===== src/rtl/team_06_sample_packer.sv =====
// -----------------------------------------------------------------------------
// team_06_sample_packer
//
// Purpose:
//   Packs 8-bit processed audio samples little-endian into 32-bit words, queues
//   the words in a small FIFO and stores them one at a time into a circular
//   SRAM record region through the wishbone_manager single-word write handshake.
//
// Ports:
//   clk           system clock
//   rst           synchronous reset, active-low
//   enable        recording enable; low clears packer, FIFO and overflow
//   sample_in     8-bit audio sample
//   sample_valid  one-cycle strobe, sample_in captured this cycle
//   flush         one-cycle strobe, pushes a partial word (zero-padded)
//   busy_i        BUSY_O from wishbone_manager
//   write_o       WRITE_I to manager, single-cycle pulse
//   adr_o         ADR_I to manager (byte address of current ring word)
//   dat_o         CPU_DAT_I to manager
//   sel_o         SEL_I to manager, valid byte lanes
//   level         words currently held in the FIFO (including the in-flight one)
//   overflow      sticky flag, a packed word was dropped because the FIFO was full
//   wrap          one-cycle pulse when adr_o wraps back to BASE_ADDR
// -----------------------------------------------------------------------------
module team_06_sample_packer #(
    parameter logic [31:0] BASE_ADDR  = 32'h3300_0000,
    parameter int          RING_WORDS = 2048,
    parameter int          FIFO_DEPTH = 4
) (
    input  logic        clk,
    input  logic        rst,
    input  logic        enable,
    input  logic [7:0]  sample_in,
    input  logic        sample_valid,
    input  logic        flush,
    input  logic        busy_i,
    output logic        write_o,
    output logic [31:0] adr_o,
    output logic [31:0] dat_o,
    output logic [3:0]  sel_o,
    output logic [2:0]  level,
    output logic        overflow,
    output logic        wrap
);

    localparam int          PTR_W     = (FIFO_DEPTH > 1) ? $clog2(FIFO_DEPTH) : 1;
    localparam logic [2:0]  DEPTH_L   = 3'(FIFO_DEPTH);
    localparam logic [31:0] LAST_ADDR = BASE_ADDR + 32'(4 * (RING_WORDS - 1));

    typedef enum logic [1:0] {
        S_IDLE,
        S_WAIT_START,
        S_WAIT_DONE
    } state_t;

    // Byte-lane enables for a partial word holding k bytes (k = 1..3).
    function automatic logic [3:0] lane_mask(input logic [1:0] k);
        logic [3:0] m;
        case (k)
            2'd1:    m = 4'b0001;
            2'd2:    m = 4'b0011;
            2'd3:    m = 4'b0111;
            default: m = 4'b0000;
        endcase
        return m;
    endfunction

    // Expand byte-lane enables to a 32-bit data mask.
    function automatic logic [31:0] lane_bits(input logic [3:0] sel);
        return {{8{sel[3]}}, {8{sel[2]}}, {8{sel[1]}}, {8{sel[0]}}};
    endfunction

    // Packer state
    logic [31:0] r_pack;
    logic [1:0]  r_cnt;

    // FIFO storage and control
    logic [31:0]      r_mem_dat [FIFO_DEPTH];
    logic [3:0]       r_mem_sel [FIFO_DEPTH];
    logic [PTR_W-1:0] r_wptr;
    logic [PTR_W-1:0] r_rptr;
    logic [2:0]       r_level;
    logic             r_overflow;

    // Write FSM and registered outputs
    state_t      r_state;
    logic        r_write;
    logic [31:0] r_adr;
    logic [31:0] r_dat;
    logic [3:0]  r_sel;
    logic        r_wrap;

    // Combinational packing / push / pop decisions
    logic [31:0] w_word;
    logic [2:0]  w_k;
    logic        w_push;
    logic [3:0]  w_push_sel;
    logic [31:0] w_push_dat;
    logic        w_pop;
    logic        w_full;
    logic        w_accept;

    // The sample is merged first so that a coincident flush sees the updated
    // byte count; a word completed by that sample produces a single push.
    always_comb begin
        w_word     = r_pack;
        w_k        = {1'b0, r_cnt};
        w_push     = 1'b0;
        w_push_sel = 4'b0000;
        if (sample_valid) begin
            w_word[{r_cnt, 3'b000} +: 8] = sample_in;
            w_k = w_k + 3'd1;
        end
        if (enable) begin
            if (w_k == 3'd4) begin
                w_push     = 1'b1;
                w_push_sel = 4'b1111;
            end else if (flush && (w_k != 3'd0)) begin
                w_push     = 1'b1;
                w_push_sel = lane_mask(w_k[1:0]);
            end
        end
    end

    // Lanes beyond the valid bytes may hold stale bytes of an earlier word;
    // masking here gives the zero padding.
    assign w_push_dat = w_word & lane_bits(w_push_sel);

    // A word is popped only when its write completes while recording is on;
    // with enable low the FIFO is being cleared anyway.
    assign w_pop    = (r_state == S_WAIT_DONE) && !busy_i && enable;
    assign w_full   = (r_level == DEPTH_L);
    assign w_accept = w_push && (!w_full || w_pop);

    // Packer byte counter
    always_ff @(posedge clk) begin
        if (!rst || !enable) begin
            r_cnt <= 2'd0;
        end else if (w_push) begin
            r_cnt <= 2'd0;
        end else if (sample_valid) begin
            r_cnt <= r_cnt + 2'd1;
        end
    end

    // Packer data register
    always_ff @(posedge clk) begin
        if (sample_valid) begin
            r_pack <= w_word;
        end
    end

    // FIFO storage
    always_ff @(posedge clk) begin
        if (w_accept) begin
            r_mem_dat[r_wptr] <= w_push_dat;
            r_mem_sel[r_wptr] <= w_push_sel;
        end
    end

    // FIFO pointers, occupancy and overflow flag
    always_ff @(posedge clk) begin
        if (!rst || !enable) begin
            r_wptr     <= '0;
            r_rptr     <= '0;
            r_level    <= 3'd0;
            r_overflow <= 1'b0;
        end else begin
            if (w_accept) begin
                r_wptr <= r_wptr + PTR_W'(1);
            end
            if (w_pop) begin
                r_rptr <= r_rptr + PTR_W'(1);
            end
            case ({w_accept, w_pop})
                2'b10:   r_level <= r_level + 3'd1;
                2'b01:   r_level <= r_level - 3'd1;
                default: r_level <= r_level;
            endcase
            if (w_push && !w_accept) begin
                r_overflow <= 1'b1;
            end
        end
    end

    // Write FSM. The head word stays in the FIFO until its write completes,
    // so level counts the in-flight word. A transaction already started runs
    // to completion even if enable drops, and the address still advances.
    always_ff @(posedge clk) begin
        if (!rst) begin
            r_state <= S_IDLE;
            r_write <= 1'b0;
            r_adr   <= BASE_ADDR;
            r_dat   <= 32'd0;
            r_sel   <= 4'd0;
            r_wrap  <= 1'b0;
        end else begin
            r_write <= 1'b0;
            r_wrap  <= 1'b0;
            case (r_state)
                S_IDLE: begin
                    if (enable && (r_level != 3'd0)) begin
                        r_dat   <= r_mem_dat[r_rptr];
                        r_sel   <= r_mem_sel[r_rptr];
                        r_write <= 1'b1;
                        r_state <= S_WAIT_START;
                    end
                end
                S_WAIT_START: begin
                    if (busy_i) begin
                        r_state <= S_WAIT_DONE;
                    end
                end
                S_WAIT_DONE: begin
                    if (!busy_i) begin
                        r_state <= S_IDLE;
                        if (r_adr == LAST_ADDR) begin
                            r_adr  <= BASE_ADDR;
                            r_wrap <= 1'b1;
                        end else begin
                            r_adr <= r_adr + 32'd4;
                        end
                    end
                end
                default: begin
                    r_state <= S_IDLE;
                end
            endcase
        end
    end

    assign write_o  = r_write;
    assign adr_o    = r_adr;
    assign dat_o    = r_dat;
    assign sel_o    = r_sel;
    assign level    = r_level;
    assign overflow = r_overflow;
    assign wrap     = r_wrap;

endmodule


===== config.mk =====
export PLATFORM = sky130hd
export DESIGN_NAME = team_06_sample_packer
export DESIGN_NICKNAME = d
export VERILOG_FILES = /design/src/rtl/team_06_sample_packer.sv
export SDC_FILE = /design/constraint.sdc
export NUM_CORES = 1
export LEC_CHECK = 0
export ABC_AREA = 0
export CELL_PAD_IN_SITES_DETAIL_PLACEMENT = 1
export CELL_PAD_IN_SITES_GLOBAL_PLACEMENT = 2
export CORE_ASPECT_RATIO = 1.25
export CORE_MARGIN = 2
export CORE_UTILIZATION = 45
export CTS_CLUSTER_SIZE = 25
export DETAILED_ROUTE_END_ITERATION = 16
export DONT_BUFFER_PORTS = 1
export PLACE_DENSITY_LB_ADDON = 0.2
export SYNTH_ARGS = -nofsm -noshare
export SYNTH_HDL_FRONTEND = slang
export SYNTH_SLANG_ARGS = --single-unit

===== constraint.sdc =====
create_clock -name clk -period 3.6 [get_ports clk]
set_input_delay 0.36 -clock clk [delete_from_list [all_inputs] [get_ports clk]]
set_output_delay 0.36 -clock clk [all_outputs]
set_load 0.1 [all_outputs]

==> metrics.md <==
| Metric | Value |
|---|---|
| Most frequent cells in the layout | `176 x edfxtp_1, 92 x nand2_1, 79 x dfxtp_1, 38 x nor2_1` |
| Clk pwr share | `0.453` |
| P&R area growth vs syn | `14.6%` |
| Pwr Density | `534 mW/mm2` |
| Yosys warning count | `0` |
| Critical R2R Launch | `r_cnt[0]` |
| Syn Area/Cell | `~14 um2` |
| Fillers | `2203` |
| Slowest CP cell | `fa_1` |
| Sw Ratio | `0.213` |
| Crit path DAT | `roughly 3600 ps` |
| Hold path depth | `1` |
| Number of I/O pins | `88` |
| Via count | `about 6000` |
| Post-cts sizing count | `0` |
| Clock sinks | `approximately 260` |
| CTS tree | `yes` |
| Final Slew Violations | `0` |
| Final WS setup | `372 ps` |
| # DRC | `11` |
| FF-to-FF End | `level[1]` |
| Sequential power share | `0.515` |
| Static leakage | `3.99 nW` |
| Netlist cell types | `59` |
| Worst vdd ir | `0.458 mV` |
| Slowest stage delay, CP | `roughly 540 ps` |
| Hold path start | `sample_in[1]` |
| DRT Wirelength | `24100 um` |
| Initial Util | `0.455` |
| Gate power share | `0.032` |
| Synth Cell Area | `0.0104 mm2` |
| CTS Buf Count | `26` |
| Global-route wire length before repair | `38500 um` |
| Clock transition at path regs | `roughly 70 ps` |
| Slew HR | `0.214` |
| Net Sw Power | `approximately 1.4 mW` |
| CP cell instances | `inv_2 -> ha_1 -> nor4bb_1 -> a221oi_2 -> nor2_1 -> nand2_1 -> fa_1 -> nor2_1 -> a22oi_1 -> o41ai_1` |
| DR pass1 iterations | `12` |
| Antenna violations before repair | `0` |
| Largest delay share family, worst path | `simple AND/OR/NAND/NOR gates` |
| Placed cell count | `1012` |
| Seq/Total Area, Yosys | `0.661` |
| Routed wire per std cell | `22.6 um` |
| FMAX | `310 MHz` |
| Worst skew pair latency | `530 ps` |
| CP Max Fanout | `8` |
| Crit path time final | `3230 ps` |
| # rows | `62` |
| Antenna fix cells | `0` |
| Commonest non-fill, non-tap cell in the layout | `edfxtp_1` |
| DRT antenna net count | `0` |
| Non-filler instance count after layout | `1065` |
| Setup Crit Path Kind | `reg2reg` |
| RSZ-0062 raised after global routing | `false` |
| Global route total overflow | `0` |
| Final Net Count | `782` |
| 1st-iter DRT viols | `291` |
| Reg2reg path depth | `10` |
| Status | `finished, violations left` |
| GPL Wtd Cong | `0.762` |
| Total GRT Usage | `0.203` |
| Via density | `5.60` |
| Die Y | `174 um` |
| Worst slew pin tran | `1180 ps` |
| Hold Fails Final Rpt | `0` |
| Max_cap viols | `0` |
| CP required | `3990 ps` |
| Fin crit share | `0.897` |
| Setup Fix Bufs, Post-CTS | `0` |
| DIE WIDTH | `140 um` |
| EDFF count, synth | `176` |
| Reg2reg setup slack | `370 ps` |
| Final Skew | `18.8 ps` |
| Final setup fails | `0` |
| Seq cells post-synth | `256` |
| Clock buffer depth | `3` |
| CP bufs+invs | `1` |
| Cell count after synthesis | `720` |
| Post-Route Setup TNS | `0 ps` |
| Crit. End Element | `flip-flop` |
| Commonest register cell after synthesis | `edfxtp_1` |
| Share of cells above drive strength 1 | `0.190` |
| Via count of the first global-routing pass | `6657` |
| Internal | `5.03 mW` |
| Largest net degree at the start of global routing | `43` |
| Core Region | `0.0229 mm2` |
| Area of the die | `0.0244 mm2` |
| Ys async rst share | `0` |
| Startpoint types | `flip-flop` |
| Root Buffer | `clkbuf_16` |
| Dpl hpwl | `15000 um` |
| Critical path's most frequent cell | `nor2_1` |
| Power Total | `6.38 mW` |
| Min-Delay Path Class | `in2reg` |
| CTS Hold Bufs | `4` |
| Fin util | `0.522` |
| Worst Hold End | `r_pack[25]` |
| H-tree levels | `1` |
| DP Worst Slack | `between 400 and 500 ps` |
| Port Buf Inserts | `0` |
| Failing checks | `design-rule violations` |
power groups by stage:
stage               registers [mW]  clock network [mW]  logic [mW]
floorplan                     3.35                   0       0.145
finish                        3.29                2.89       0.206
global route                  3.29                3.07       0.225
CTS                           3.29                2.96       0.207
global placement              3.35                   0       0.177
detailed placement            3.35                   0       0.183
how the worst max path moves through the flow:
stage | endpoint | slack, ps | startpoint | cells after the start
6_report | level[1] | 370 | r_cnt[0] | 10
2_1_floorplan | r_mem_dat[0][0] | 550 | r_cnt[0] | 7
3_5_place_dp | level[1] | 480 | r_cnt[0] | 10
4_1_cts | level[1] | 400 | r_cnt[0] | 10
5_1_grt | level[1] | 110 | r_cnt[0] | 10
3_3_place_gp | level[1] | 710 | r_cnt[0] | 10
registers in the layout, summed over array words and instances (netlist names), 2 cells and up:
name,flops
adr_o,30
dat_o,32
level,3
r_cnt,2
r_mem_dat,128
r_mem_sel,16
r_pack,32
r_rptr,2
r_state,2
r_wptr,2
sel_o,4
Yosys cell counts (2+ instances only):
library cell,number,share of area
nor3_1,15,0.0072
buf_2,8,0.0038
nand4_2,2,0.0024
nor4_1,8,0.0048
a21boi_0,36,0.026
dfxtp_1,80,0.15
a22o_1,32,0.027
xor2_1,6,0.0050
nor4_2,2,0.0024
nor4b_2,4,0.0058
clkbuf_1,14,0.0050
nor2_1,38,0.014
xnor2_1,25,0.021
o21bai_1,3,0.0022
nor2b_1,8,0.0048
o21ai_0,3,0.0014
inv_1,14,0.0050
buf_6,3,0.0032
nand2_1,92,0.033
buf_1,5,0.0018
nand2b_1,3,0.0018
mux4_2,36,0.078
and2_1,26,0.016
nand4_1,5,0.0030
and3_1,7,0.0042
nor3b_1,3,0.0022
mux2i_1,2,0.0019
a21oi_1,2,0.00096
edfxtp_1,176,0.51
and4_1,4,0.0034
nor2b_2,8,0.0067
ha_1,10,0.012
buf_4,6,0.0043
nand3_1,9,0.0043
metrics by stage:
stage                     hold WS, ps  instance area (um2)
after floorplan                   472                10400
after global placement            476                10900
after detailed placement          476                10900
after CTS                       0.385                11900
after global routing             54.0                11900
final                            63.0                11900
logic make-up (layout without fill, tap and decap cells):
logic type,after synthesis,count (layout),share of synthesized area
AO/OA/AOI/OAI,90,90,0.0714
flip-flops,256,256,0.661
other,1,2,0.000360
XOR/XNOR,31,31,0.0261
multiplexers,38,38,0.0797
buffers and inverters,51,107,0.0237
AND/OR/NAND/NOR,242,242,0.124
adder cells (fa/ha/maj),11,11,0.0139
cell type report:
cell class	instances	area, um2	area share
Clock buffer	31	701	0.0587
Sequential cell	256	6890	0.577
Multi-Input combinational cell	414	3300	0.276
Timing Repair Buffer	44	413	0.0346
Inverter	15	56.3	0.00471
Clock inverter	17	228	0.0191
Tap cell	288	360	0.0302
per-layer routing:
metal  share of wire  GRT usage
met2            0.52      0.360
met1            0.41      0.254
met4           0.015     0.0476
met5               0          0
met3           0.063     0.0460
worst reg2reg max path: stages, from the launching register on:
cell	delay [ps]
dfxtp_1	510
inv_2	160
ha_1	430
nor4bb_1	420
a221oi_2	140
nor2_1	360
nand2_1	160
fa_1	540
nor2_1	60
a22oi_1	200
o41ai_1	110
No activity file was read; power rests on OpenSTA's default activity.
